**src/rtl/icache_fetch_pkg.sv**
```systemverilog
// Shared definitions for the instruction cache: geometry, derived address-field widths,
// field typedefs, FSM state encoding and a helper to rebuild a word address from its fields.
package icache_fetch_pkg;

    localparam int unsigned WordSize  = 16;
    localparam int unsigned LineWords = 4;   // power of 2
    localparam int unsigned NumLines  = 4;   // power of 2
    localparam int unsigned OfsW      = $clog2(LineWords);
    localparam int unsigned IdxW      = $clog2(NumLines);
    localparam int unsigned TagW      = WordSize - OfsW - IdxW;

    typedef logic [WordSize-1:0] word_t;
    typedef logic [TagW-1:0]     tag_t;
    typedef logic [IdxW-1:0]     idx_t;
    typedef logic [OfsW-1:0]     ofs_t;

    typedef enum logic {
        StIdle = 1'b0,
        StFill = 1'b1
    } state_e;

    function automatic word_t line_addr(tag_t tag, idx_t idx, ofs_t ofs);
        return {tag, idx, ofs};
    endfunction

endpackage

```
**src/rtl/icache_fetch_if.sv**
```systemverilog
// Fetch-port and memory-port bundle of the instruction cache.
//   cpu_read/cpu_address  -> cache : fetch request and word address (PC)
//   cpu_data/cpu_ready    <- cache : instruction and its valid strobe (0 = stall)
//   mem_read/mem_address  <- cache : line-fill request and current beat address
//   mem_data/mem_valid    -> cache : one fill beat per mem_valid cycle
// slave  : the cache side.  master : the datapath + memory side.
interface icache_fetch_if;
    import icache_fetch_pkg::*;

    logic  cpu_read;
    word_t cpu_address;
    word_t cpu_data;
    logic  cpu_ready;
    logic  mem_read;
    word_t mem_address;
    word_t mem_data;
    logic  mem_valid;

    modport slave (
        input  cpu_read, cpu_address, mem_data, mem_valid,
        output cpu_data, cpu_ready, mem_read, mem_address
    );

    modport master (
        output cpu_read, cpu_address, mem_data, mem_valid,
        input  cpu_data, cpu_ready, mem_read, mem_address
    );

endinterface

```
**src/rtl/icache_fetch_array.sv**
```systemverilog
// Valid/tag/data storage of the direct-mapped cache.
//   Clk, Reset_N            : clock, synchronous active-low reset (clears valid bits only)
//   rd_idx_i, rd_ofs_i      : async read address -> rd_valid_o, rd_tag_o, rd_data_o
//   wr_en_i, wr_idx_i,
//   wr_ofs_i, wr_data_i     : sync single-word write
//   fill_done_i, fill_tag_i : on line completion write tag and set valid for wr_idx_i
module icache_fetch_array
    import icache_fetch_pkg::*;
(
    input  logic  Clk,
    input  logic  Reset_N,
    input  idx_t  rd_idx_i,
    input  ofs_t  rd_ofs_i,
    output logic  rd_valid_o,
    output tag_t  rd_tag_o,
    output word_t rd_data_o,
    input  logic  wr_en_i,
    input  idx_t  wr_idx_i,
    input  ofs_t  wr_ofs_i,
    input  word_t wr_data_i,
    input  logic  fill_done_i,
    input  tag_t  fill_tag_i
);

    logic [NumLines-1:0] valid_q;
    tag_t                tag_q  [NumLines];
    word_t               data_q [NumLines][LineWords];

    always_ff @(posedge Clk) begin
        if (!Reset_N) begin
            valid_q <= '0;
        end else if (fill_done_i) begin
            valid_q[wr_idx_i] <= 1'b1;
        end
    end

    // Tag and data need no reset: nothing reads them while the valid bit is clear.
    always_ff @(posedge Clk) begin
        if (wr_en_i) begin
            data_q[wr_idx_i][wr_ofs_i] <= wr_data_i;
        end
        if (fill_done_i) begin
            tag_q[wr_idx_i] <= fill_tag_i;
        end
    end

    assign rd_valid_o = valid_q[rd_idx_i];
    assign rd_tag_o   = tag_q[rd_idx_i];
    assign rd_data_o  = data_q[rd_idx_i][rd_ofs_i];

endmodule

```
**src/rtl/icache_fetch.sv**
```systemverilog
// Direct-mapped read-only instruction cache in front of a multi-cycle memory.
// Hits answer in the same cycle; a miss stalls fetch and burst-fills the whole line.
//   Clk, Reset_N   : clock, synchronous active-low reset
//   cache_io       : fetch port (cpu_*) and line-fill port (mem_*), see icache_fetch_if
//   hit_count_o    : ready cycles serviced from the cache (wraps)
//   miss_count_o   : fills started (wraps)
module icache_fetch
    import icache_fetch_pkg::*;
(
    input  logic          Clk,
    input  logic          Reset_N,
    icache_fetch_if.slave cache_io,
    output word_t         hit_count_o,
    output word_t         miss_count_o
);

    state_e state_q, state_d;
    ofs_t   beat_q, beat_d;
    tag_t   base_tag_q, base_tag_d;
    idx_t   base_idx_q, base_idx_d;
    word_t  hit_cnt_q, hit_cnt_d;
    word_t  miss_cnt_q, miss_cnt_d;

    tag_t  req_tag;
    idx_t  req_idx;
    ofs_t  req_ofs;
    logic  rd_valid;
    tag_t  rd_tag;
    word_t rd_data;
    logic  hit;
    logic  wr_en;
    logic  fill_done;

    assign req_tag = cache_io.cpu_address[WordSize-1 -: TagW];
    assign req_idx = cache_io.cpu_address[OfsW+IdxW-1 : OfsW];
    assign req_ofs = cache_io.cpu_address[OfsW-1 : 0];

    // A fill writes the latched line, not whatever the datapath is presenting now.
    assign wr_en     = (state_q == StFill) && cache_io.mem_valid;
    assign fill_done = wr_en && (beat_q == ofs_t'(LineWords - 1));

    icache_fetch_array u_array (
        .Clk         (Clk),
        .Reset_N     (Reset_N),
        .rd_idx_i    (req_idx),
        .rd_ofs_i    (req_ofs),
        .rd_valid_o  (rd_valid),
        .rd_tag_o    (rd_tag),
        .rd_data_o   (rd_data),
        .wr_en_i     (wr_en),
        .wr_idx_i    (base_idx_q),
        .wr_ofs_i    (beat_q),
        .wr_data_i   (cache_io.mem_data),
        .fill_done_i (fill_done),
        .fill_tag_i  (base_tag_q)
    );

    assign hit = cache_io.cpu_read && rd_valid && (rd_tag == req_tag) && (state_q == StIdle);

    always_comb begin
        cache_io.cpu_ready   = hit;
        cache_io.cpu_data    = hit ? rd_data : '0;
        cache_io.mem_read    = (state_q == StFill);
        cache_io.mem_address = (state_q == StFill) ? line_addr(base_tag_q, base_idx_q, beat_q)
                                                   : '0;
    end

    always_comb begin
        state_d    = state_q;
        beat_d     = beat_q;
        base_tag_d = base_tag_q;
        base_idx_d = base_idx_q;
        hit_cnt_d  = hit_cnt_q;
        miss_cnt_d = miss_cnt_q;
        unique case (state_q)
            StIdle: begin
                if (cache_io.cpu_read) begin
                    if (hit) begin
                        hit_cnt_d = hit_cnt_q + word_t'(1);
                    end else begin
                        miss_cnt_d = miss_cnt_q + word_t'(1);
                        base_tag_d = req_tag;
                        base_idx_d = req_idx;
                        beat_d     = '0;
                        state_d    = StFill;
                    end
                end
            end
            StFill: begin
                if (cache_io.mem_valid) begin
                    beat_d = beat_q + ofs_t'(1);
                    if (fill_done) begin
                        beat_d  = '0;
                        state_d = StIdle;
                    end
                end
            end
        endcase
    end

    always_ff @(posedge Clk) begin
        if (!Reset_N) begin
            state_q    <= StIdle;
            beat_q     <= '0;
            base_tag_q <= '0;
            base_idx_q <= '0;
            hit_cnt_q  <= '0;
            miss_cnt_q <= '0;
        end else begin
            state_q    <= state_d;
            beat_q     <= beat_d;
            base_tag_q <= base_tag_d;
            base_idx_q <= base_idx_d;
            hit_cnt_q  <= hit_cnt_d;
            miss_cnt_q <= miss_cnt_d;
        end
    end

    assign hit_count_o  = hit_cnt_q;
    assign miss_count_o = miss_cnt_q;

endmodule

```
**src/flat_wrapper.sv**
```systemverilog
// flat-port wrapper written by rule: the top's interface ports become plain ports
module icache_fetch_flat import icache_fetch_pkg::*;
  (Clk, Reset_N, hit_count_o, miss_count_o, cache_io_cpu_read, cache_io_cpu_address, cache_io_mem_data, cache_io_mem_valid, cache_io_cpu_data, cache_io_cpu_ready, cache_io_mem_read, cache_io_mem_address);
  icache_fetch_if cache_io_i ();
  input  logic Clk;
  input  logic Reset_N;
  output word_t hit_count_o;
  output word_t miss_count_o;
  input wire logic [$bits(cache_io_i.cpu_read)-1:0] cache_io_cpu_read;
  input wire logic [$bits(cache_io_i.cpu_address)-1:0] cache_io_cpu_address;
  input wire logic [$bits(cache_io_i.mem_data)-1:0] cache_io_mem_data;
  input wire logic [$bits(cache_io_i.mem_valid)-1:0] cache_io_mem_valid;
  output wire logic [$bits(cache_io_i.cpu_data)-1:0] cache_io_cpu_data;
  output wire logic [$bits(cache_io_i.cpu_ready)-1:0] cache_io_cpu_ready;
  output wire logic [$bits(cache_io_i.mem_read)-1:0] cache_io_mem_read;
  output wire logic [$bits(cache_io_i.mem_address)-1:0] cache_io_mem_address;
  assign cache_io_i.cpu_read = cache_io_cpu_read;
  assign cache_io_i.cpu_address = cache_io_cpu_address;
  assign cache_io_i.mem_data = cache_io_mem_data;
  assign cache_io_i.mem_valid = cache_io_mem_valid;
  assign cache_io_cpu_data = cache_io_i.cpu_data;
  assign cache_io_cpu_ready = cache_io_i.cpu_ready;
  assign cache_io_mem_read = cache_io_i.mem_read;
  assign cache_io_mem_address = cache_io_i.mem_address;
  icache_fetch u_core (.Clk(Clk), .Reset_N(Reset_N), .cache_io(cache_io_i), .hit_count_o(hit_count_o), .miss_count_o(miss_count_o));
endmodule
```
**config.mk**
```make
export PLATFORM = sky130hd
export DESIGN_NAME = icache_fetch_flat
export DESIGN_NICKNAME = d
export VERILOG_FILES = /design/src/rtl/icache_fetch_pkg.sv /design/src/rtl/icache_fetch_if.sv /design/src/rtl/icache_fetch_array.sv /design/src/rtl/icache_fetch.sv /design/src/flat_wrapper.sv
export SDC_FILE = /design/constraint.sdc
export NUM_CORES = 1
export LEC_CHECK = 0
export ABC_AREA = 1
export CAP_MARGIN = 15
export CORE_ASPECT_RATIO = 1.2
export CORE_MARGIN = 5
export CORE_UTILIZATION = 60
export CTS_BUF_LIST = sky130_fd_sc_hd__clkbuf_8
export CTS_CLUSTER_DIAMETER = 120
export CTS_CLUSTER_SIZE = 25
export DETAILED_ROUTE_END_ITERATION = 7
export PLACE_DENSITY = 0.81
export SLEW_MARGIN = 10
export SYNTH_ARGS = -nofsm -noshare
export SYNTH_HDL_FRONTEND = slang
export SYNTH_SLANG_ARGS = --single-unit
```
**constraint.sdc**
```tcl
create_clock -name Clk -period 4.3 [get_ports Clk]
set_input_delay 0.86 -clock Clk [delete_from_list [all_inputs] [get_ports Clk]]
set_output_delay 0.86 -clock Clk [all_outputs]
set_load 0.05 [all_outputs]
```
==> flow_summary.json <==
{
  "reg2regPathDepth": 5,
  "cp-start-kind": "primary input",
  "synth_cell_types": 35,
  "syn_area_um2": 15200,
  "hp-start": "u_core.u_array.valid_q[0]",
  "vias_per_cell": 5.87,
  "cp_slowest_cell": "buf_4",
  "rr_endpoint": "u_core.u_array.tag_q[0][7]",
  "grt_first_pass_wirelength_um": 56400,
  "area_growth_pct": 12.2,
  "htreeDepth": 1,
  "fp.dieH_um": 184,
  "drt_first_pass_iters": 5,
  "cts_tree": "yes",
  "synth-edff-count": 304,
  "ioPinCount": 102,
  "clkTransAtPathRegs_ps": 150,
  "synth-warning-count": 0,
  "ir_drop_mv": 0.256,
  "clock_skew_ps": 28.3,
  "cts_buffer_depth": 3,
  "antenna_cells": 0,
  "synth_common_cells": "nand2_1 (434), edfxtp_1 (304), nand3_1 (125)",
  "rows": 63,
  "synth.net_count": 1467,
  "powerDensity_nw_per_um2": 333,
  "hold_path.class": "reg -> reg",
  "fin_crit_ps": 3980,
  "drt_iter0_drc": 1014,
  "yosysTopAreaCell": "edfxtp_1",
  "cts_buffers": 18,
  "grt_pass1_vias": 10800,
  "yosysMostFrequentCell": "nand2_1",
  "p_switching_mw": 1.33,
  "io_buffers": 101,
  "cts_sinks": 357,
  "drtAntennaViolNets": 0,
  "async_flop_share": 0,
  "setup_violations": 0,
  "power.share.switching": 0.233,
  "maxSlewViolCount": 0,
  "fmax_mhz": 251,
  "cp_max_fo": 19,
  "rsz0062_at_grt": "no",
  "endpoint_kind": "output port",
  "hold_viol": 0,
  "slowest_delay_ps": 260,
  "outcome": "finished clean",
  "grt_use_total": 0.249,
  "power.total_mw": 5.68,
  "ys_seq_area_frac": 0.670,
  "critical-path-top-cell-by-count": "nand2_1",
  "n_fill_cell": 1769,
  "crit_type": "in -> out",
  "antenna_found_initial": 0,
  "finalCritPeriodShare": 0.926,
  "comb_power_share": 0.081,
  "cp_cell_sequence": "buf_4 > buf_4 > nand2_1 > nand3_1 > nand2_1 > nand2_1 > nand3_1 > nor2_1 > nand2_1 > nor2_2 > and2_1 > nand2_4 > nor3_1 > buf_4 > buf_12",
  "final_nets": 1542,
  "synth.area.top_cells": "edfxtp_1 (60%), nand2_1 (11%), dfxtp_1 (7.0%), nand3_1 (4.1%), a21oi_1 (3.7%)",
  "drt-wirelength-per-cell_um": 19.4,
  "vias": 10800,
  "hold_end": "u_core.u_array.valid_q[0]",
  "yosys.area.top_type_share": 0.600,
  "hold_buffers": 0,
  "dp_hpwl_um": 21400,
  "drc": 0,
  "cap_violations": 0,
  "slew_headroom": 0.254,
  "holdWs_ps": 499,
  "worstSkewPairLatency_ps": 550,
  "syn_inst": 1425,
  "p_seq_frac": 0.670,
  "synth_ff_type": "edfxtp_1",
  "synth_area_per_cell_um2": 10.7,
  "intPower_mw": 4.35,
  "arrival_ps": 3120,
  "coreArea_um2": 24800,
  "reg2reg_setup_slack_ps": 1380,
  "overflow": 0,
  "clockPowerShare": 0.249,
  "final_layout_size_suffix_gt1_frac": 0.0642,
  "required_ps": 3440,
  "grt_max_degree": 83,
  "start_util": 0.612,
  "timing.rr.start": "u_core.cache_io.mem_read",
  "dieArea_um2": 28600,
  "min_path_cells": 2,
  "place_area_um2": 16700,
  "gp_congestion": 0.906,
  "leakage_nw": 6.24,
  "wirelength_um": 35600,
  "tightest_slew_ps": 1120,
  "ys_ff_latch": 357,
  "tns_ps": 0,
  "cts_root_buffer": "clkbuf_8",
  "die_w_um": 155,
  "cts_setup_buffers": 0,
  "finish.instance_area_um2": 17100
}
through the flow:
stage          worst slack, ps  std cells  utilization
2_1_floorplan              313       1425            -
3_3_place_gp               266       1805        0.673
3_5_place_dp               201       1805        0.673
4_1_cts                    201       1837        0.687
5_1_grt                    137       1837        0.687
6_report                   318       1837        0.687
metal layers:
metal  vias to the layer above  global-route usage  routed length (µm)
met5                         -                   0                   0
met4                         0              0.0736                 834
met3                        65              0.0355                2770
met2                       479               0.432               17900
met1                      5140               0.329               14100
li1                       5108                   -                   -
logic make-up (layout without fill, tap and decap cells):
group,after synthesis,after routing,synth area share
AOI/OAI and AO/OA,182,182,0.0749
xor gates and xnor gates,14,14,0.00807
adders and majority gates,6,6,0.00494
buffers and inverters,146,233,0.0416
DFF,357,357,0.670
and+or+nand+nor,720,720,0.200
registers in the layout, indices dropped and copies added, names as in the netlist:
name	cells
u_core.u_array.data_q	256
u_core.base_tag_q	12
u_core.hit_count_o	16
u_core.u_array.valid_q	4
u_core.miss_count_o	16
u_core.beat_q	2
u_core.cache_io.mem_read	1
u_core.base_idx_q	2
u_core.u_array.tag_q	48
timing repair:
action	4_1_cts	5_1_grt
setup endpoints to repair	0	3
resized for setup	0	2
endpoints found under the hold margin	0	0
power by group through the flow:
stage / clock, mW / combinational (mW) / sequential [mW]
2_1_floorplan: 0 / 0.293 / 3.88
3_3_place_gp: 0 / 0.444 / 3.88
3_5_place_dp: 0 / 0.456 / 3.88
4_1_cts: 1.42 / 0.457 / 3.80
5_1_grt: 1.58 / 0.509 / 3.81
6_report: 1.41 / 0.460 / 3.80
critical path, delay by kind of cell:
family / cells / cell delay, ps
buf+inv: 4 / 730
simple gates: 11 / 1510
worst max-delay path by stage:
stage                                  startpoint                    end  slack [ps]  cells after the start
final                     cache_io_cpu_address[2]  cache_io_cpu_data[14]         320                     15
after global routing      cache_io_cpu_address[2]  cache_io_cpu_data[12]         140                     10
after CTS                 cache_io_cpu_address[2]  cache_io_cpu_data[14]         200                     14
after detailed placement  cache_io_cpu_address[2]  cache_io_cpu_data[14]         200                     14
after global placement    cache_io_cpu_address[2]  cache_io_cpu_data[12]         270                     10
after floorplan           cache_io_cpu_address[3]  cache_io_cpu_data[14]         310                     12
cell usage in the layout (no fill, tap or decap), types with 6 or more instances in the layout:
cell and n:
nor3_1 8, o211ai_1 14, a22oi_1 16, nor2_1 91, o311ai_0 14, xor2_1 8, clkdlybuf4s50_1 81, a21oi_1 113
xnor2_1 6, clkbuf_8 19, buf_12 20, inv_1 71, edfxtp_1 304, nor2_4 6, buf_4 31, ha_1 6
nand3_1 125, nand2_1 434, a32o_1 16, nand3b_1 10, dfxtp_1 53, nand4_1 28, nor2_2 9
area by class of cell:
cell class / count / area, µm² / share of cell area
timing repair buffer: 135 / 1470 / 0.0859
tap: 325 / 407 / 0.0238
multi-input combinational: 922 / 4420 / 0.259
inverter: 66 / 250 / 0.0147
clock buffer: 19 / 262 / 0.0153
clock inverter: 13 / 65.1 / 0.00381
sequential: 357 / 10200 / 0.597
Note: power is estimated with default switching activity, not from simulation.
